**src/rtl/steg_pkg.sv**
```systemverilog
// Shared types and constants for the extraction-path message deframer.
package steg_pkg;

  localparam int unsigned FF_DATA_WIDTH = 8;
  localparam int unsigned LEN_W         = 16;
  localparam logic [FF_DATA_WIDTH-1:0] SYNC_BYTE_DEFAULT = 8'hA5;
  localparam int unsigned MAX_LEN_DEFAULT = 4096;

  typedef enum logic [2:0] {
    ST_IDLE    = 3'd0,
    ST_SYNC    = 3'd1,
    ST_LEN_HI  = 3'd2,
    ST_LEN_LO  = 3'd3,
    ST_PAYLOAD = 3'd4,
    ST_CHK     = 3'd5,
    ST_DONE    = 3'd6,
    ST_ERROR   = 3'd7
  } dfr_state_e;

  // A frame is in progress from sync hunting up to the checksum byte.
  function automatic logic is_busy(input dfr_state_e st);
    return (st == ST_SYNC) || (st == ST_LEN_HI) || (st == ST_LEN_LO) ||
           (st == ST_PAYLOAD) || (st == ST_CHK);
  endfunction

endpackage

```
**src/rtl/ext_message_deframer_byte_hold_reg.sv**
```systemverilog
// One-entry valid/ready output register; flush drops the held entry.
module byte_hold_reg #(
  parameter int unsigned W = 8
) (
  input  logic         clk,
  input  logic         rst_n,
  input  logic         load,
  input  logic [W-1:0] din,
  input  logic         flush,
  input  logic         ready,
  output logic         valid,
  output logic [W-1:0] dout
);

  logic         valid_q, valid_d;
  logic [W-1:0] data_q, data_d;

  always_comb begin
    valid_d = valid_q;
    data_d  = data_q;
    if (valid_q && ready) valid_d = 1'b0;
    if (load) begin
      valid_d = 1'b1;
      data_d  = din;
    end
    if (flush) valid_d = 1'b0;
  end

  always_ff @(posedge clk) begin
    if (!rst_n) begin
      valid_q <= 1'b0;
      data_q  <= '0;
    end else begin
      valid_q <= valid_d;
      data_q  <= data_d;
    end
  end

  assign valid = valid_q;
  assign dout  = data_q;

endmodule

```
**src/rtl/ext_message_deframer.sv**
```systemverilog
// Drains the extract FIFO: sync hunt, 16-bit BE length, payload forwarding.
// Optional trailing XOR checksum when DEFRAME_CHECKSUM_EN is defined.
module ext_message_deframer
  import steg_pkg::*;
#(
  parameter logic [FF_DATA_WIDTH-1:0] SYNC_BYTE = SYNC_BYTE_DEFAULT,
  parameter int unsigned              MAX_LEN   = MAX_LEN_DEFAULT
) (
  input  logic                     clk,
  input  logic                     rst_n,
  input  logic                     start,
  input  logic                     abort,
  input  logic [FF_DATA_WIDTH-1:0] ff_data,
  input  logic                     ff_empty,
  output logic                     ff_rd,
  output logic [FF_DATA_WIDTH-1:0] msg_data,
  output logic                     msg_valid,
  input  logic                     msg_ready,
  output logic [LEN_W-1:0]         msg_len,
  output logic                     busy,
  output logic                     done,
  output logic                     len_err,
  output logic                     chk_err
);

  dfr_state_e       state_q, state_d;
  logic             ff_rd_q, ff_rd_d;
  logic             cap_q, cap_d;
  logic [LEN_W-1:0] msg_len_q, msg_len_d;
  logic [LEN_W-1:0] rem_q, rem_d;
  logic             busy_q, busy_d;
  logic             done_q, done_d;
  logic             len_err_q, len_err_d;
`ifdef DEFRAME_CHECKSUM_EN
  logic [FF_DATA_WIDTH-1:0] chk_q, chk_d;
  logic                     chk_err_q, chk_err_d;
`endif

  logic             hold_load, hold_flush, hold_valid;
  logic             need_byte;
  logic [LEN_W-1:0] len_c;

  byte_hold_reg #(.W(FF_DATA_WIDTH)) u_hold (
    .clk   (clk),
    .rst_n (rst_n),
    .load  (hold_load),
    .din   (ff_data),
    .flush (hold_flush),
    .ready (msg_ready),
    .valid (hold_valid),
    .dout  (msg_data)
  );

  always_comb begin
    state_d    = state_q;
    ff_rd_d    = 1'b0;
    cap_d      = ff_rd_q;
    msg_len_d  = msg_len_q;
    rem_d      = rem_q;
    done_d     = done_q;
    len_err_d  = len_err_q;
`ifdef DEFRAME_CHECKSUM_EN
    chk_d      = chk_q;
    chk_err_d  = chk_err_q;
`endif
    hold_load  = 1'b0;
    hold_flush = 1'b0;
    len_c      = {msg_len_q[LEN_W-1:FF_DATA_WIDTH], ff_data};

    unique case (state_q)
      ST_SYNC, ST_LEN_HI, ST_LEN_LO, ST_CHK: need_byte = 1'b1;
      ST_PAYLOAD: need_byte = !hold_valid && (rem_q != '0);
      default:    need_byte = 1'b0;
    endcase

    // One read in flight at a time: strobe, then capture, then the next strobe.
    if (need_byte && !ff_rd_q && !cap_q && !ff_empty) ff_rd_d = 1'b1;

    unique case (state_q)
      ST_IDLE, ST_DONE, ST_ERROR: begin
        if (start) begin
          state_d   = ST_SYNC;
          msg_len_d = '0;
          rem_d     = '0;
          done_d    = 1'b0;
          len_err_d = 1'b0;
`ifdef DEFRAME_CHECKSUM_EN
          chk_d     = '0;
          chk_err_d = 1'b0;
`endif
        end
      end
      ST_SYNC: begin
        if (cap_q && (ff_data == SYNC_BYTE)) state_d = ST_LEN_HI;
      end
      ST_LEN_HI: begin
        if (cap_q) begin
          msg_len_d = {ff_data, FF_DATA_WIDTH'(0)};
`ifdef DEFRAME_CHECKSUM_EN
          chk_d     = ff_data;
`endif
          state_d   = ST_LEN_LO;
        end
      end
      ST_LEN_LO: begin
        if (cap_q) begin
          msg_len_d = len_c;
          rem_d     = len_c;
`ifdef DEFRAME_CHECKSUM_EN
          chk_d     = chk_q ^ ff_data;
`endif
          if (32'(len_c) > MAX_LEN) begin
            state_d   = ST_ERROR;
            len_err_d = 1'b1;
          end else if (len_c == '0) begin
`ifdef DEFRAME_CHECKSUM_EN
            state_d = ST_CHK;
`else
            state_d = ST_DONE;
            done_d  = 1'b1;
`endif
          end else begin
            state_d = ST_PAYLOAD;
          end
        end
      end
      ST_PAYLOAD: begin
        if (cap_q) begin
          hold_load = 1'b1;
          if (rem_q != '0) rem_d = rem_q - LEN_W'(1);
`ifdef DEFRAME_CHECKSUM_EN
          chk_d     = chk_q ^ ff_data;
`endif
        end
        // Frame body ends only once the consumer has taken the final byte.
        if (hold_valid && msg_ready && (rem_q == '0)) begin
`ifdef DEFRAME_CHECKSUM_EN
          state_d = ST_CHK;
`else
          state_d = ST_DONE;
          done_d  = 1'b1;
`endif
        end
      end
`ifdef DEFRAME_CHECKSUM_EN
      ST_CHK: begin
        if (cap_q) begin
          if (ff_data == chk_q) begin
            state_d = ST_DONE;
            done_d  = 1'b1;
          end else begin
            state_d   = ST_ERROR;
            chk_err_d = 1'b1;
          end
        end
      end
`endif
      default: state_d = ST_IDLE;
    endcase

    // Abort overrides everything, including a simultaneous start.
    if (abort) begin
      state_d    = ST_IDLE;
      ff_rd_d    = 1'b0;
      cap_d      = 1'b0;
      hold_load  = 1'b0;
      hold_flush = 1'b1;
      rem_d      = '0;
      done_d     = 1'b0;
      len_err_d  = 1'b0;
`ifdef DEFRAME_CHECKSUM_EN
      chk_d      = '0;
      chk_err_d  = 1'b0;
`endif
    end

    busy_d = is_busy(state_d);
  end

  always_ff @(posedge clk) begin
    if (!rst_n) begin
      state_q   <= ST_IDLE;
      ff_rd_q   <= 1'b0;
      cap_q     <= 1'b0;
      msg_len_q <= '0;
      rem_q     <= '0;
      busy_q    <= 1'b0;
      done_q    <= 1'b0;
      len_err_q <= 1'b0;
`ifdef DEFRAME_CHECKSUM_EN
      chk_q     <= '0;
      chk_err_q <= 1'b0;
`endif
    end else begin
      state_q   <= state_d;
      ff_rd_q   <= ff_rd_d;
      cap_q     <= cap_d;
      msg_len_q <= msg_len_d;
      rem_q     <= rem_d;
      busy_q    <= busy_d;
      done_q    <= done_d;
      len_err_q <= len_err_d;
`ifdef DEFRAME_CHECKSUM_EN
      chk_q     <= chk_d;
      chk_err_q <= chk_err_d;
`endif
    end
  end

  assign ff_rd     = ff_rd_q;
  assign msg_valid = hold_valid;
  assign msg_len   = msg_len_q;
  assign busy      = busy_q;
  assign done      = done_q;
  assign len_err   = len_err_q;
`ifdef DEFRAME_CHECKSUM_EN
  assign chk_err   = chk_err_q;
`else
  assign chk_err   = 1'b0;
`endif

endmodule

```
**config.mk**
```make
export PLATFORM = sky130hd
export DESIGN_NAME = ext_message_deframer
export DESIGN_NICKNAME = d
export VERILOG_FILES = /design/src/rtl/steg_pkg.sv /design/src/rtl/ext_message_deframer_byte_hold_reg.sv /design/src/rtl/ext_message_deframer.sv
export SDC_FILE = /design/constraint.sdc
export NUM_CORES = 1
export LEC_CHECK = 0
export ABC_AREA = 1
export CAP_MARGIN = 20
export CELL_PAD_IN_SITES_DETAIL_PLACEMENT = 1
export CELL_PAD_IN_SITES_GLOBAL_PLACEMENT = 1
export CORE_MARGIN = 3
export CORE_UTILIZATION = 38
export DETAILED_ROUTE_END_ITERATION = 10
export GPL_TIMING_DRIVEN = 0
export HOLD_SLACK_MARGIN = 0.12
export PLACE_DENSITY_LB_ADDON = 0.1
export SKIP_LAST_GASP = 1
export SLEW_MARGIN = 20
export SYNTH_ARGS = -nofsm -noshare
export SYNTH_HDL_FRONTEND = slang
export SYNTH_SLANG_ARGS = --single-unit
```
**constraint.sdc**
```tcl
create_clock -name clk -period 2.1 [get_ports clk]
set_input_delay 0.315 -clock clk [delete_from_list [all_inputs] [get_ports clk]]
set_output_delay 0.315 -clock clk [all_outputs]
set_load 0.05 [all_outputs]
```
Yosys cells after proc, flatten, opt, wreduce, memory -nomap -nowiden
Index checks and enable logic that the tools add are counted.

storage, ports and cells
  logic and storage cells = 104
  bits in registers = 49
  output and inout port bits = 30

cells by class
  equality and inequality tests = 22
  bitwise logic cells = 2
  order comparisons = 1
  mux-type cells = 34
  $add $sub $neg = 1
  reductions and logical operators = 33

operators by type and width
  kind                                                                     number
  16-bit one-hot mux with 3 select lines                                   2
  16-bit two-way mux                                                       5
  16-bit logical NOT                                                       2
  3-bit equality test (second input constant)                              6
  3-bit two-way mux                                                        6
  2-bit != test (second input constant)                                    9
  16-bit by 13-bit > comparator with 1-bit output (second input constant)  1
  16-bit nonzero test                                                      1
  16-bit by 1-bit subtractor with 16-bit output (second input constant)    1
  3-bit one-hot mux with 5 select lines                                    1
  1-bit two-way mux                                                        14
  3-bit by 2-bit equality test with 1-bit output (second input constant)   4
  4-bit AND reduction                                                      3
  8-bit equality test (second input constant)                              1
  8-bit two-way mux                                                        1
  1-bit logical AND                                                        7
  3-bit by 1-bit equality test with 1-bit output (second input constant)   2
  6-bit AND reduction                                                      1
  2-bit nonzero test                                                       3
  3-bit nonzero test                                                       2
  5-bit AND reduction                                                      1
  1-bit logical NOT                                                        4
  1-bit logical OR                                                         4
  2-bit two-way mux                                                        2
  other kinds (7)                                                          10

Logic depth before layout (Yosys ltp)
  word-level depth = 11
  depth in mapped cells = 14

Cells and area by module
Synthesis repeated with hierarchy kept, for this count alone.

second synthesis, totals
  cells, all modules = 402
  area, all modules = 2686.3 um^2

modules (own cells, without submodules)
  module                times used  area an instance (um^2)  cells each
  ext_message_deframer  1           2378.5                   363
  byte_hold_reg         1           307.8                    39

Worst setup path after synthesis
OpenSTA, ideal clock, no wires.

  path kind = reg-to-reg
  from = reg rem_q[0]
  to = reg rem_q[8]
  arrival = 1.541 ns
  stages on the path, launching flop included = 11
  path buffers = 1
  library setup time = 0.120 ns
  period minus slack after synthesis = 1.661 ns
  setup slack = 0.439 ns
  data required time = 1.980 ns
  path through = dfxtp_1 > inv_1 > ha_1 > inv_1 > nor3_1 > nand4_2 > o21ai_4 > inv_4 > buf_8 > o21ai_1 > a21oi_2

on the way
  longest elaborated chain between the ends = 4
  elaborated cells on any way between the ends = 7
  classes of those cells = add/sub: 1; eq/ne: 1; mux: 3; reduce/logical: 2

RTL lines
  element                                        RTL line                     source
  start, declared                                ext_message_deframer.sv:30   logic [LEN_W-1:0] rem_q, rem_d;
  start signal, assigned                         ext_message_deframer.sv:199  rem_q <= rem_d;
  16-bit by 1-bit subtractor with 16-bit output  ext_message_deframer.sv:130  if (rem_q != '0) rem_d = rem_q - LEN_W'(1);
  16-bit two-way mux                             ext_message_deframer.sv:130
  16-bit two-way mux                             ext_message_deframer.sv:128  if (cap_q) begin
  16-bit one-hot mux with 3 select lines         ext_message_deframer.sv:79   unique case (state_q)

Parallel ways exist; a longest one is shown, timed or not. The select of a mux whose other input is x is not followed.
A chain may end at the register's enable or synchronous reset.

Worst setup path after layout
Ends and elaborated chain as after synthesis.

==> results by group <==
Timing
  • Slew margin rel.: between 60 and 70%
  • Final worst slack: ~0.15 ns
  • Fin Hold WS: 0.457 ns
  • Setup_tns: 0 ns
  • Fin crit share: between 90% and 100%
  • Slew Limit Fails: 0
  • Fmax: slightly above 500 MHz
  • Endpoints failing setup: 0
  • RSZ-0062 raised after global routing: no
  • Final hold violations: 0
  • Worst Clk Skew: about 0.01 ns
  • Slew @ Worst Pin: between 0.5 and 0.6 ns
  • Minimum clock period: around 2 ns

Global routing
  • All-layer global routing usage: a little over a fifth
  • First-pass GRT wire length: 14.3 mm
  • Largest net degree at the start of global routing: 18
  • Initial antenna violation count: 0
  • Vias in the first global route: approximately 2800
  • GRT Residual Overflow: 0

Yosys
  • Top FF cell, synth: dfxtp_1
  • Post-synth EDFFs: 0
  • Top-area cell type share of the netlist area: a little over a third
  • Ranking of synthesized cells by area: dfxtp_1 (37%), nor2_1 (11%), a21oi_1 (7.5%)
  • Post-synthesis sequential area ratio: 36.6%
  • Synthesized area: roughly 2700 sq um
  • Total number of yosys warnings: 0
  • Cell taking the most area after synthesis: dfxtp_1
  • Post-Syn Area per Cell: between 6 and 7 sq um
  • Syn_nets: between 400 and 500
  • Post-Synthesis Cells: around 390
  • Async set or reset register ratio after synthesis: 0%
  • Netlist cell types: 40
  • Synthesis-stage register bit count: 49

Worst setup path
  • Critical Path Sink: rem_q[8]$_SDFFE_PP0P_
  • Critical path type: reg -> reg
  • CP endpoint kind: flop
  • Data required time at the worst endpoint: 2.35 ns
  • Worst-path maximum fanout: 10
  • Crit start category: flop
  • Setup slack, reg-to-reg: between 0.15 and 0.2 ns
  • Worst Reg2Reg Path Length in Cells: 10
  • Crit path from: rem_q[0]$_SDFFE_PP0P_
  • Critical R2R Capture: rem_q[8]$_SDFFE_PP0P_
  • Reg2reg start: rem_q[0]$_SDFFE_PP0P_
  • Crit path DAT: 2.20 ns

Job
  • Max Cap Viol: 0

Min path
  • Hold path cells: 2
  • Worst min path class: reg -> reg
  • Hold Startpoint: ff_rd$_SDFF_PP0_

Clocking
  • CTS H-Tree Depth: 2
  • Worst skew pair latency: 0.31 ns
  • CTS Sinks: 49
  • Clock transition at path regs: 0.10 ns
  • Hold Buf Count CTS: 0
  • Clock Tree Buf Depth: 2
  • Num CTS Buffers: 5
  • CTS tree: built
  • Root buf cell: clkbuf_8

Route
  • Pre-antenna DRT Iters: 4
  • Detailed-route DRC error count: 0
  • Antenna-violating nets left: 0
  • Iteration-0 DRC Markers: between 100 and 150
  • Vias per cell: between 5 and 6
  • Drt total wl: approximately 8.5 mm
  • Wire length per cell: 15.9 um
  • Via count: between 2000 and 3000

Finish
  • Most frequent cells in the layout: nor2_1 (80), dfxtp_1 (49), nand2_1 (46)
  • Fraction of layout cells with a size suffix above 1: a little over a tenth
  • Synth-to-Final Area Change: 24.3%
  • Most common cell after layout, fill and taps aside: nor2_1
  • ANT cells: 0
  • Net count, final: approximately 460
  • Post-route insts no fill: around 540

Floorplanning
  • Die Wd: approximately 90 um
  • Die area: about 8100 sq um
  • CORE AREA: 6600 sq um
  • Ports: 44
  • Die height: 90.0 um
  • Initial cell density of the core: between 40% and 50%
  • Row cnt: 29

Outcome
  • Outcome: completed

Placement
  • Pre-CTS setup slack: -0.115 ns
  • Routability cong.: 0.796
  • Post-DP HPWL: 6.61 mm
  • # port buffers: 42
  • DP Cell Count: between 500 and 600

Power and ir drop
  • LEAKAGE: 1.37 nW
  • VDD IR max: 326 uV
  • Pwr/cell area: between 600 and 700 nW/um^2
==> per-stage QoR <==
step                instance area [sq um]  utilization, %  power (W)
floorplan                            2680               -    0.00135
global placement                     3220            48.7    0.00150
detailed placement                   3220            48.7    0.00151
CTS                                  3310            50.1    0.00212
global route                         3330            50.4    0.00223
finish                               3330            50.4    0.00211
==> synthesized netlist by cell type, types with 3 or more instances <==
| cell | instances |
|---|---|
| a211oi_1 | 5 |
| a21oi_1 | 40 |
| dfxtp_1 | 49 |
| nand3_1 | 18 |
| nor2_1 | 80 |
| inv_2 | 3 |
| nor2_4 | 3 |
| xor2_1 | 4 |
| nor2_2 | 4 |
| nand2_1 | 46 |
| nor3_1 | 13 |
| inv_1 | 41 |
| nand2_2 | 6 |
| o21ai_1 | 9 |
| clkbuf_1 | 3 |
| o21ai_0 | 33 |
==> per-layer routing <==
layer,track usage (%),vias up,part of all wire (%)
met3,3.34,7,3.4
li1,-,1380,-
met5,0,-,0
met4,6.12,0,1.1
met1,29.6,1310,48
met2,35.8,49,47
==> cell families after synthesis <==
logic type | synth area share (%)
AND/OR/NAND/NOR | 30.5
adder cells (fa/ha/maj) | 0.934
XOR/XNOR | 1.63
buffers and inverters | 9.67
flip-flops | 36.6
AO/OA/AOI/OAI | 20.5
other | 0.140
==> worst min path at each step <==
| stage | slack (ns) | to |
|---|---|---|
| after floorplan | 0.39 | ff_rd$_SDFF_PP0_ |
| after global placement | 0.44 | u_hold.dout[5]$_SDFFE_PN0P_ |
| after detailed placement | 0.44 | u_hold.dout[2]$_SDFFE_PN0P_ |
| after CTS | 0.46 | u_hold.dout[2]$_SDFFE_PN0P_ |
| after global routing | 0.48 | u_hold.dout[2]$_SDFFE_PN0P_ |
| final | 0.46 | cap_q$_SDFF_PP0_ |
==> area by class of cell <==
type / instances / area [sq um]
Timing Repair Buffer: 43 / 440
Clock buffer: 5 / 68.8
Clock inverter: 3 / 25.0
Buffer: 12 / 81.3
Tap cell: 93 / 116
Sequential cell: 49 / 981
Fill cell: 886 / 3270
Multi-Input combinational cell: 284 / 1440
Inverter: 46 / 178
==> registers in the layout (all words and copies together) (netlist names) <==
| signal | count |
|---|---|
| msg_len | 16 |
| rem_q | 16 |
| ff_rd | 1 |
| u_hold.dout | 8 |
| state_q | 3 |
| u_hold.valid | 1 |
| busy | 1 |
| done | 1 |
| cap_q | 1 |
| len_err | 1 |
==> repair_timing <==
item,CTS,global route
setup endpoints to repair,0,5
setup buffers,0,1
gates resized for setup,0,0
==> worst max-delay path, stage by stage (launching register included) <==
cell	delay, ns
dfxtp_1	0.32
inv_1	0.13
ha_1	0.19
inv_1	0.05
nor3_1	0.17
nand4_2	0.23
o21ai_4	0.30
buf_12	0.16
buf_6	0.14
a21oi_1	0.06
a21oi_2	0.12
==> power by group <==
part | internal [W] | switching, W
Sequential | 0.000964 | 0.0000324
Clock | 0.000242 | 0.000369
Combinational | 0.000176 | 0.000326
Total | 0.00138 | 0.000727
(Power assumes the default switching activity.)
